`config.mk`:
```
export PLATFORM = sky130hd
export DESIGN_NAME = spi_master
export DESIGN_NICKNAME = d
export VERILOG_FILES = /design/src/rtl/spi_pkg.sv /design/src/rtl/spi_sclk_gen.sv /design/src/rtl/spi_master.sv
export SDC_FILE = /design/constraint.sdc
export NUM_CORES = 1
export LEC_CHECK = 0
export ABC_AREA = 1
export BUFFER_PORTS_ARGS = -buffer_cell sky130_fd_sc_hd__buf_2
export CAP_MARGIN = 20
export CORE_UTILIZATION = 51
export DETAILED_ROUTE_END_ITERATION = 12
export PLACE_DENSITY = 0.84
export SYNTH_ARGS = -nofsm -noshare
export SYNTH_HDL_FRONTEND = slang
export SYNTH_SLANG_ARGS = --single-unit
```
`constraint.sdc`:
```
create_clock -name clk -period 1.4 [get_ports clk]
set_input_delay 0.14 -clock clk [delete_from_list [all_inputs] [get_ports clk]]
set_output_delay 0.14 -clock clk [all_outputs]
set_load 0.005 [all_outputs]
```
`src/rtl/spi_pkg.sv`:
```
// Shared types and constants for the SPI master: FSM state encoding and
// parameter defaults/limits.
package spi_pkg;

    typedef enum logic [2:0] {
        ST_IDLE,
        ST_SETUP,
        ST_SHIFT,
        ST_NEXT,
        ST_DESEL
    } spi_mst_state_t;

    localparam int SPI_DATA_W_DEF  = 8;
    localparam int SPI_CLK_DIV_MIN = 2;

endpackage

```
`src/rtl/spi_sclk_gen.sv`:
```
// SCLK half-period divider. While enabled, toggles sclk every CLK_DIV cycles;
// rise/fall strobes are high in the cycle before the edge they announce.
module spi_sclk_gen #(
    parameter int CLK_DIV = 4
) (
    input  logic i_clk,
    input  logic i_rst_n,
    input  logic i_en,
    output logic o_rise_stb,
    output logic o_fall_stb,
    output logic o_sclk
);

    localparam int               CNT_W   = $clog2(CLK_DIV);
    localparam logic [CNT_W-1:0] CNT_MAX = CNT_W'(CLK_DIV - 1);

    logic [CNT_W-1:0] r_cnt;
    logic             r_sclk;
    logic             w_wrap;

    assign w_wrap = i_en && (r_cnt == CNT_MAX);

    // Disabled means parked: counter cleared and sclk low, ready for a fresh start.
    always_ff @(posedge i_clk or negedge i_rst_n) begin
        if (!i_rst_n) begin
            r_cnt  <= '0;
            r_sclk <= 1'b0;
        end else if (!i_en) begin
            r_cnt  <= '0;
            r_sclk <= 1'b0;
        end else if (w_wrap) begin
            r_cnt  <= '0;
            r_sclk <= ~r_sclk;
        end else begin
            r_cnt  <= r_cnt + CNT_W'(1);
        end
    end

    assign o_rise_stb = w_wrap && !r_sclk;
    assign o_fall_stb = w_wrap &&  r_sclk;
    assign o_sclk     = r_sclk;

endmodule

```
`src/rtl/spi_master.sv`:
```
// Byte-oriented SPI master, mode 0, MSB first, valid/ready byte interface.
// Optional feature macro SPI_MASTER_LOOPBACK_EN adds a 'loopback' input (rx samples mosi).
module spi_master
    import spi_pkg::*;
#(
    parameter int CLK_DIV = 4,
    parameter int DATA_W  = SPI_DATA_W_DEF
) (
    input  logic              clk,
    input  logic              rst,
    input  logic [DATA_W-1:0] tx_data,
    input  logic              tx_valid,
    output logic              tx_ready,
    input  logic              cs_hold,
    output logic [DATA_W-1:0] rx_data,
    output logic              rx_valid,
    output logic              busy,
    output logic              sclk,
    output logic              cs,
    output logic              mosi,
    input  logic              miso
`ifdef SPI_MASTER_LOOPBACK_EN
    , input logic             loopback
`endif
);

    localparam int               DIV      = (CLK_DIV < SPI_CLK_DIV_MIN) ? SPI_CLK_DIV_MIN : CLK_DIV;
    localparam int               CNT_W    = $clog2(DIV);
    localparam logic [CNT_W-1:0] CNT_MAX  = CNT_W'(DIV - 1);
    localparam int               BIT_W    = $clog2(DATA_W);
    localparam logic [BIT_W-1:0] BIT_LAST = BIT_W'(DATA_W - 1);

    spi_mst_state_t    r_state;
    logic [DATA_W-2:0] r_tx_sr;
    logic [DATA_W-1:0] r_rx_sr;
    logic [DATA_W-1:0] r_rx_data;
    logic [BIT_W-1:0]  r_bit_cnt;
    logic [CNT_W-1:0]  r_dcnt;
    logic              r_hold;
    logic              r_desel_hi;
    logic              r_rx_valid;
    logic              r_tx_ready;
    logic              r_busy;
    logic              r_cs;
    logic              r_mosi;

    logic w_accept;
    logic w_sclk_en;
    logic w_rise;
    logic w_fall;
    logic w_sdi;

    assign w_accept  = tx_valid && r_tx_ready;
    // SETUP is the first low half-period, so the divider wraps into bit 0's rising edge.
    assign w_sclk_en = (r_state == ST_SETUP) || (r_state == ST_SHIFT);

`ifdef SPI_MASTER_LOOPBACK_EN
    assign w_sdi = loopback ? r_mosi : miso;
`else
    assign w_sdi = miso;
`endif

    spi_sclk_gen #(
        .CLK_DIV (DIV)
    ) u_sclk_gen (
        .i_clk      (clk),
        .i_rst_n    (rst),
        .i_en       (w_sclk_en),
        .o_rise_stb (w_rise),
        .o_fall_stb (w_fall),
        .o_sclk     (sclk)
    );

    always_ff @(posedge clk or negedge rst) begin
        if (!rst) begin
            r_state    <= ST_IDLE;
            r_tx_sr    <= '0;
            r_rx_sr    <= '0;
            r_rx_data  <= '0;
            r_bit_cnt  <= '0;
            r_dcnt     <= '0;
            r_hold     <= 1'b0;
            r_desel_hi <= 1'b0;
            r_rx_valid <= 1'b0;
            r_tx_ready <= 1'b1;
            r_busy     <= 1'b0;
            r_cs       <= 1'b1;
            r_mosi     <= 1'b0;
        end else begin
            r_rx_valid <= 1'b0;
            if (w_rise) begin
                r_rx_sr <= {r_rx_sr[DATA_W-2:0], w_sdi};
            end
            case (r_state)
                ST_IDLE, ST_NEXT: begin
                    if (w_accept) begin
                        r_tx_sr    <= tx_data[DATA_W-2:0];
                        r_mosi     <= tx_data[DATA_W-1];
                        r_hold     <= cs_hold;
                        r_bit_cnt  <= '0;
                        r_cs       <= 1'b0;
                        r_busy     <= 1'b1;
                        r_tx_ready <= 1'b0;
                        r_state    <= (r_state == ST_IDLE) ? ST_SETUP : ST_SHIFT;
                    end
                end
                ST_SETUP: begin
                    if (w_rise) begin
                        r_state <= ST_SHIFT;
                    end
                end
                ST_SHIFT: begin
                    if (w_fall) begin
                        if (r_bit_cnt == BIT_LAST) begin
                            r_rx_data  <= r_rx_sr;
                            r_rx_valid <= 1'b1;
                            if (r_hold) begin
                                r_tx_ready <= 1'b1;
                                r_state    <= ST_NEXT;
                            end else begin
                                r_dcnt     <= '0;
                                r_desel_hi <= 1'b0;
                                r_state    <= ST_DESEL;
                            end
                        end else begin
                            r_bit_cnt <= r_bit_cnt + BIT_W'(1);
                            r_mosi    <= r_tx_sr[DATA_W-2];
                            r_tx_sr   <= r_tx_sr << 1;
                        end
                    end
                end
                // First DIV cycles hold cs low after the last falling edge, next DIV cycles drive it high.
                ST_DESEL: begin
                    if (r_dcnt == CNT_MAX) begin
                        r_dcnt <= '0;
                        if (!r_desel_hi) begin
                            r_desel_hi <= 1'b1;
                            r_cs       <= 1'b1;
                        end else begin
                            r_busy     <= 1'b0;
                            r_tx_ready <= 1'b1;
                            r_state    <= ST_IDLE;
                        end
                    end else begin
                        r_dcnt <= r_dcnt + CNT_W'(1);
                    end
                end
                default: begin
                    r_state <= ST_IDLE;
                end
            endcase
        end
    end

    assign tx_ready = r_tx_ready;
    assign rx_data  = r_rx_data;
    assign rx_valid = r_rx_valid;
    assign busy     = r_busy;
    assign cs       = r_cs;
    assign mosi     = r_mosi;

endmodule
```
==> results.py, run 1 <==
metrics = {
    "run_status": {
        "outcome": "complete, but fails checks",
        "violations": "setup timing",
    },
    "logic_synthesis": {
        "synth_cells": 239,
        "synth_cell_types": 25,
        "synth-xor-area-share_pct": 0,
        "syn-num-nets": 256,
        "ys.warnings.count": 0,
        "ys_seq_elements": 41,
        "synthMuxAreaShare_pct": 0,
        "netlist_area_mm2": 0.001961,
        "seq_area_frac_synth_pct": 52.46,
        "syn_area_per_cell_um2": 8.203,
        "synth_top_family_by_area": "simple AND/OR/NAND/NOR gates",
        "synth_compound_area_share_pct": 7.530,
        "synthSimpleGateAreaFrac_pct": 30.12,
        "synthAdderAreaFrac_pct": 2.553,
    },
    "timing": {
        "setup_violations": 25,
        "timing.final.ws_setup_ns": -0.06709,
        "slew_headroom_pct": 66.30,
        "drv_slew": 0,
        "finClkSkew_ns": 0.009087,
        "rsz0062_at_grt": "yes",
        "setup-tns-final_ns": -0.7903,
        "timing.fmax_ghz": 0.6816,
        "worst_slew_pin_slew_ns": 0.5054,
        "finalCriticalPeriod_ns": 1.467,
        "whs_ns": 0.04579,
        "finalHoldViolations": 0,
        "post-route-period-util_pct": 104.8,
    },
    "routing": {
        "drc": 0,
        "via_count": 1745,
        "via_per_inst": 5.073,
        "drt_iter0_drc": 118,
        "wl_mm": 4.288,
        "detail-route-antenna-nets": 0,
        "dr.pass1.iters": 4,
        "wl_per_cell_um": 12.47,
    },
    "cells_and_area": {
        "nFillCells": 272,
        "drive_above_1_share_pct": 36.49,
        "final_common_cell": "nand2_1",
        "fin_util_pct": 71.26,
        "nets": 312,
        "diodes": 0,
        "instances_no_fill": 344,
        "syn_to_final_growth_pct": 33.06,
        "layout_common_cells": "78 x nand2_1, 37 x dfrtp_1, 26 x buf_4, 26 x buf_2, 21 x inv_1",
    },
    "floorplan": {
        "ioPinCount": 27,
        "rows": 22,
        "fp.dieH_um": 64.01,
        "coreArea_mm2": 0.003661,
        "initial_core_util_pct": 53.55,
        "dieWidth_um": 64.01,
        "die_area_mm2": 0.004097,
    },
    "grt": {
        "grtUsageTotal_pct": 23.82,
        "antenna_found_initial": 0,
        "grt_pass1_vias": 1687,
        "overflow": 0,
        "grt_max_degree": 42,
        "grt_pass1_wl_mm": 7.320,
    },
    "critical_path": {
        "crit_required_ns": 1.60,
        "worstSetupStartpoint": "r_bit_cnt[1]",
        "crit_path_start_kind": "flop",
        "end_kind": "flop",
        "arrival_ns": 1.67,
        "regToRegStartpoint": "r_bit_cnt[1]",
        "worstPathMaxFanout": 3,
        "criticalPathCategory": "flop to flop",
    },
    "worst_hold_path": {
        "hp-start": "cs_hold",
        "hold_class": "primary input to flop",
    },
    "placed_design": {
        "dp_hpwl_mm": 2.790,
        "place_congestion": 0.8250,
        "port_buffers": 26,
        "dp_cells": 332,
    },
    "clock_network": {
        "clockBufferDepth": 2,
        "cts_num_sinks": 41,
        "cts_buffers": 5,
        "path_clk_slew_ns": 0.08,
        "tritoncts": "built",
        "cts-htree-levels": 2,
        "cts-root-buf": "clkbuf_8",
        "insertion_delay_ns": 0.30,
    },
    "pwr": {
        "finalPower_mw": 5.421,
        "p_leak_nw": 1.381,
        "powerDensity_mw_per_mm2": 2078,
        "ir_worst_vdd_uv": 1376,
    },
    "run": {
        "maxCapViolCount": 0,
    },
}
==> path summary, 6_finish.rpt <==
path                                       end  slack, ns  cells past startpoint
max in group asynchronous           r_state[1]       0.59                      3
max                                 r_desel_hi      -0.07                     10
min reg2reg                u_sclk_gen.r_cnt[0]       0.44                      1
max reg2reg                         r_desel_hi      -0.07                     10
min                                     r_hold       0.05                      3
min in group asynchronous           r_rx_sr[4]       0.42                      3
==> kinds of logic (layout without fill, tap and decap cells) <==
| group | after synthesis | after routing |
|---|---|---|
| simple gates | 134 | 134 |
| flops | 41 | 41 |
| buf+inv | 33 | 90 |
| compound gates | 27 | 27 |
| fa+ha+maj | 4 | 4 |
==> critical path: stages (launching register included) <==
cell     delay (ns)
dfrtp_1        0.40
ha_2           0.19
ha_4           0.15
inv_2          0.08
nand3_1        0.13
nand2_1        0.12
nor2_2         0.06
nand3_1        0.08
nand2_1        0.06
nand2_1        0.05
inv_1          0.04
==> power by group <==
part,switching [mW],internal [mW]
Clock,0.428,0.533
Combinational,1.50,1.13
Sequential,0.257,1.58
==> cell usage after synthesis (all sizes together) <==
master / number / share of area [%]
nand2: 90 / 18
dfrtp: 39 / 50
inv: 26 / 5.0
nand3: 21 / 6.5
nor2: 18 / 3.6
o21ai: 17 / 4.5
a21oi: 7 / 2.0
buf: 7 / 2.4
ha: 4 / 2.6
nand3b: 3 / 1.1
dfstp: 2 / 2.7
a31oi: 1 / 0.32
nor3: 1 / 0.83
o22ai: 1 / 0.32
o31ai: 1 / 0.38
or2: 1 / 0.32
==> state kept, by name, summed over array words and instances, names as in the netlist <==
| register | count |
|---|---|
| mosi | 1 |
| r_hold | 1 |
| rx_valid | 1 |
| r_dcnt | 2 |
| tx_ready | 1 |
| u_sclk_gen.o_sclk | 1 |
| r_desel_hi | 1 |
| r_state | 3 |
| u_sclk_gen.r_cnt | 2 |
| r_bit_cnt | 3 |
| r_rx_sr | 8 |
| r_tx_sr | 7 |
| cs | 1 |
| busy | 1 |
| rx_data | 8 |
==> routing by layer <==
metal | GRT usage, % | up-vias | routed length, um
li1 | - | 862 | -
met1 | 28.06 | 829 | 1816
met2 | 40.29 | 44 | 2204
met3 | 4.464 | 10 | 178
met4 | 13.92 | 0 | 89
met5 | 0 | - | 0
==> per-stage QoR <==
stage | area [um^2] | setup WS, ns
finish | 2609 | -0.06709
global route | 2609 | -0.1583
CTS | 2567 | -0.04860
detailed placement | 2341 | -0.1427
global placement | 2341 | -0.1035
floorplan | 1993 | -0.007750
==> final cells by class <==
| type | instances | area, um^2 | share of cell area (%) |
|---|---|---|---|
| Inverter | 26 | 97.59 | 3.741 |
| Sequential cell | 41 | 1031 | 39.52 |
| Multi-Input combinational cell | 165 | 927.1 | 35.54 |
| Tap cell | 48 | 60.06 | 2.302 |
| Clock buffer | 5 | 68.82 | 2.638 |
| Clock inverter | 3 | 46.29 | 1.775 |
| Timing Repair Buffer | 56 | 377.9 | 14.48 |
==> repair_timing <==
| action | in CTS | in global routing |
|---|---|---|
| resized for setup | 23 | 19 |
| pin swaps | 7 | 3 |
| gates cloned | 1 | 0 |
| setup endpoints to repair | 35 | 39 |
| buffers inserted | 2 | 0 |
| hold buffers | 1 | 0 |
| hold endpoints to repair | 39 | 0 |
No activity file was read; power rests on OpenSTA's default activity.
==> run 2, diff against run 1 <==
--- a/config.mk
+++ b/config.mk
@@ -10,7 +10,7 @@
 export CAP_MARGIN = 20
 export CORE_UTILIZATION = 51
 export DETAILED_ROUTE_END_ITERATION = 12
-export PLACE_DENSITY = 0.84
+export PLACE_DENSITY = 0.75
 export SYNTH_ARGS = -nofsm -noshare
 export SYNTH_HDL_FRONTEND = slang
 export SYNTH_SLANG_ARGS = --single-unit
==> results.py, run 2 (synthesis results as in run 1) <==
metrics = {
    "pwr": {
        "p_leak_nw": 1.415,
        "swShare_pct": 41.00,
        "powerDensity_mw_per_mm2": 2084,
        "pwr-share-seq_pct": 32.2,
        "power_frac_comb_pct": 50.7,
        "p_switching_mw": 2.318,
        "clkPwrFrac_pct": 17.1,
        "ir_worst_vdd_uv": 1304,
        "internal_power_mw": 3.337,
    },
    "placed_design": {
        "port_buffers": 26,
        "dp_hpwl_mm": 2.540,
        "dp_cells": 336,
        "place_ws_ns": -0.1768,
        "place_congestion": 0.8255,
    },
    "critical_path": {
        "crit_required_ns": 1.64,
        "crit_path_start_kind": "flop",
        "end_kind": "flop",
        "regToRegStartpoint": "r_state[0]",
        "worstPathMaxFanout": 7,
        "criticalPathCategory": "flop to flop",
        "r2r_setup_slack_ns": -0.08,
        "arrival_ns": 1.72,
        "crit_path_end": "r_state[1]",
        "worstSetupStartpoint": "r_state[0]",
        "r2r_end": "r_state[1]",
        "reg2regPathDepth": 9,
    },
    "routing": {
        "wl_mm": 4.428,
        "via_count": 1732,
        "wl_per_cell_um": 12.69,
        "drc": 0,
        "detail-route-antenna-nets": 0,
        "dr.pass1.iters": 4,
        "via_per_inst": 4.963,
        "drt_iter0_drc": 75,
    },
    "timing": {
        "finClkSkew_ns": 0.006538,
        "finalHoldViolations": 0,
        "rsz0062_at_grt": "yes",
        "post-route-period-util_pct": 106.0,
        "setup_violations": 27,
        "timing.fmax_ghz": 0.6736,
        "slew_headroom_pct": 81.34,
        "timing.final.ws_setup_ns": -0.08449,
        "drv_slew": 0,
        "finalCriticalPeriod_ns": 1.484,
        "whs_ns": 0.05176,
        "worst_slew_pin_slew_ns": 0.2789,
    },
    "cells_and_area": {
        "syn_to_final_growth_pct": 38.42,
        "regArea_mm2": 0.001031,
        "drive_above_1_share_pct": 38.21,
        "nets": 317,
        "layout_common_cells": "76 x nand2_1, 37 x dfrtp_1, 27 x buf_4",
        "final_common_cell": "nand2_1",
        "diodes": 0,
        "instances_no_fill": 349,
        "nFillCells": 256,
        "multi_input_comb_area_um2": 979.7,
    },
    "floorplan": {
        "initial_core_util_pct": 53.55,
        "fp.dieH_um": 64.01,
        "ioPinCount": 27,
        "rows": 22,
        "dieWidth_um": 64.01,
        "coreArea_mm2": 0.003661,
        "die_area_mm2": 0.004097,
    },
    "grt": {
        "grt_pass1_vias": 1648,
        "grtUsageTotal_pct": 22.60,
        "grt_max_degree": 42,
        "overflow": 0,
        "grt_pass1_wl_mm": 6.941,
        "antenna_found_initial": 0,
    },
    "clock_network": {
        "cts-htree-levels": 2,
        "clockBufferDepth": 2,
        "cts-root-buf": "clkbuf_8",
        "cts_buffers": 5,
        "cts_num_sinks": 41,
        "path_clk_slew_ns": 0.08,
        "tritoncts": "built",
        "insertion_delay_ns": 0.30,
    },
    "run": {
        "maxCapViolCount": 0,
    },
    "run_status": {
        "violations": "setup timing",
        "outcome": "complete, but fails checks",
    },
    "worst_hold_path": {
        "hold_class": "primary input to flop",
    },
}
## run 2: cell count changes in the layout (fill, tap and decap cells not counted), moves of 2 or more
cell / previous run / this run
nand2_4: 3 / 6
nor2_2: 5 / 2
buf_6: 2 / 4
nand2_1: 78 / 76
nand3_1: 15 / 13
nand3_2: 3 / 5
nor2_4: 4 / 6
o21ai_0: 7 / 9
o21ai_2: 4 / 2
## run 2: routing by layer
layer / wire [um] / part of all wire [%] / GRT usage [%] / up-vias
li1: - / - / - / 874
met1: 1934 / 44 / 26.14 / 799
met2: 2208 / 50 / 36.97 / 45
met3: 158 / 3.6 / 6.964 / 14
met4: 127 / 2.9 / 12.78 / 0
met5: 0 / 0 / 0 / -
## run 2: what timing repair did
item                                   in CTS  in global routing
endpoints found under the hold margin      39                  0
hold buffers                                1                  0
gates cloned                                1                  1
setup endpoints to repair                  37                 39
pin swaps                                   2                  7
buffers inserted                            2                  0
gates resized for setup                    30                 21
## run 2: cell type report
class,instances,share of cell area (%)
Clock buffer,5,2.536
Clock inverter,3,1.706
Inverter,26,3.688
Multi-Input combinational cell,166,36.10
Sequential cell,41,37.99
Tap cell,48,2.213
Timing Repair Buffer,60,15.77
## run 2: worst min-delay path by stage
stage | from | to | slack [ns] | cells after the start
6_report | cs_hold | r_hold | 0.05 | 3
5_1_grt | cs_hold | r_hold | 0.08 | 3
4_1_cts | cs_hold | r_hold | 0.04 | 3
3_5_place_dp | rst | u_sclk_gen.r_cnt[1] | 0.13 | 2
3_3_place_gp | rst | u_sclk_gen.r_cnt[1] | 0.13 | 2
2_1_floorplan | rst | busy | -0.16 | 0
## run 2: stage by stage
step | power [mW] | TNS (ns) | utilization (%) | cell area [um^2]
floorplan | 3.206 | -0.04650 | - | 1993
global placement | 3.948 | -2.068 | 65.11 | 2384
finish | 5.655 | -1.309 | 74.13 | 2714
global route | 6.036 | -3.816 | 74.13 | 2714
CTS | 5.372 | -0.2892 | 71.80 | 2629
detailed placement | 4.021 | -2.920 | 65.11 | 2384
## run 2: critical path: stages (launching register included)
cell and delay, ns:
dfrtp_2 0.46, inv_2 0.09, nand3_4 0.13, buf_4 0.19, nor2_4 0.12, buf_4 0.12, inv_1 0.04, nand3_1 0.08
nand3_1 0.10, nand2_1 0.08
## run 2: power groups by stage
stage	Sequential (mW)	Combinational, mW	Clock, mW
floorplan	1.78	1.43	0
global placement	1.81	2.14	0
detailed placement	1.81	2.22	0
CTS	1.80	2.59	0.980
global route	1.86	3.15	1.03
finish	1.82	2.87	0.965
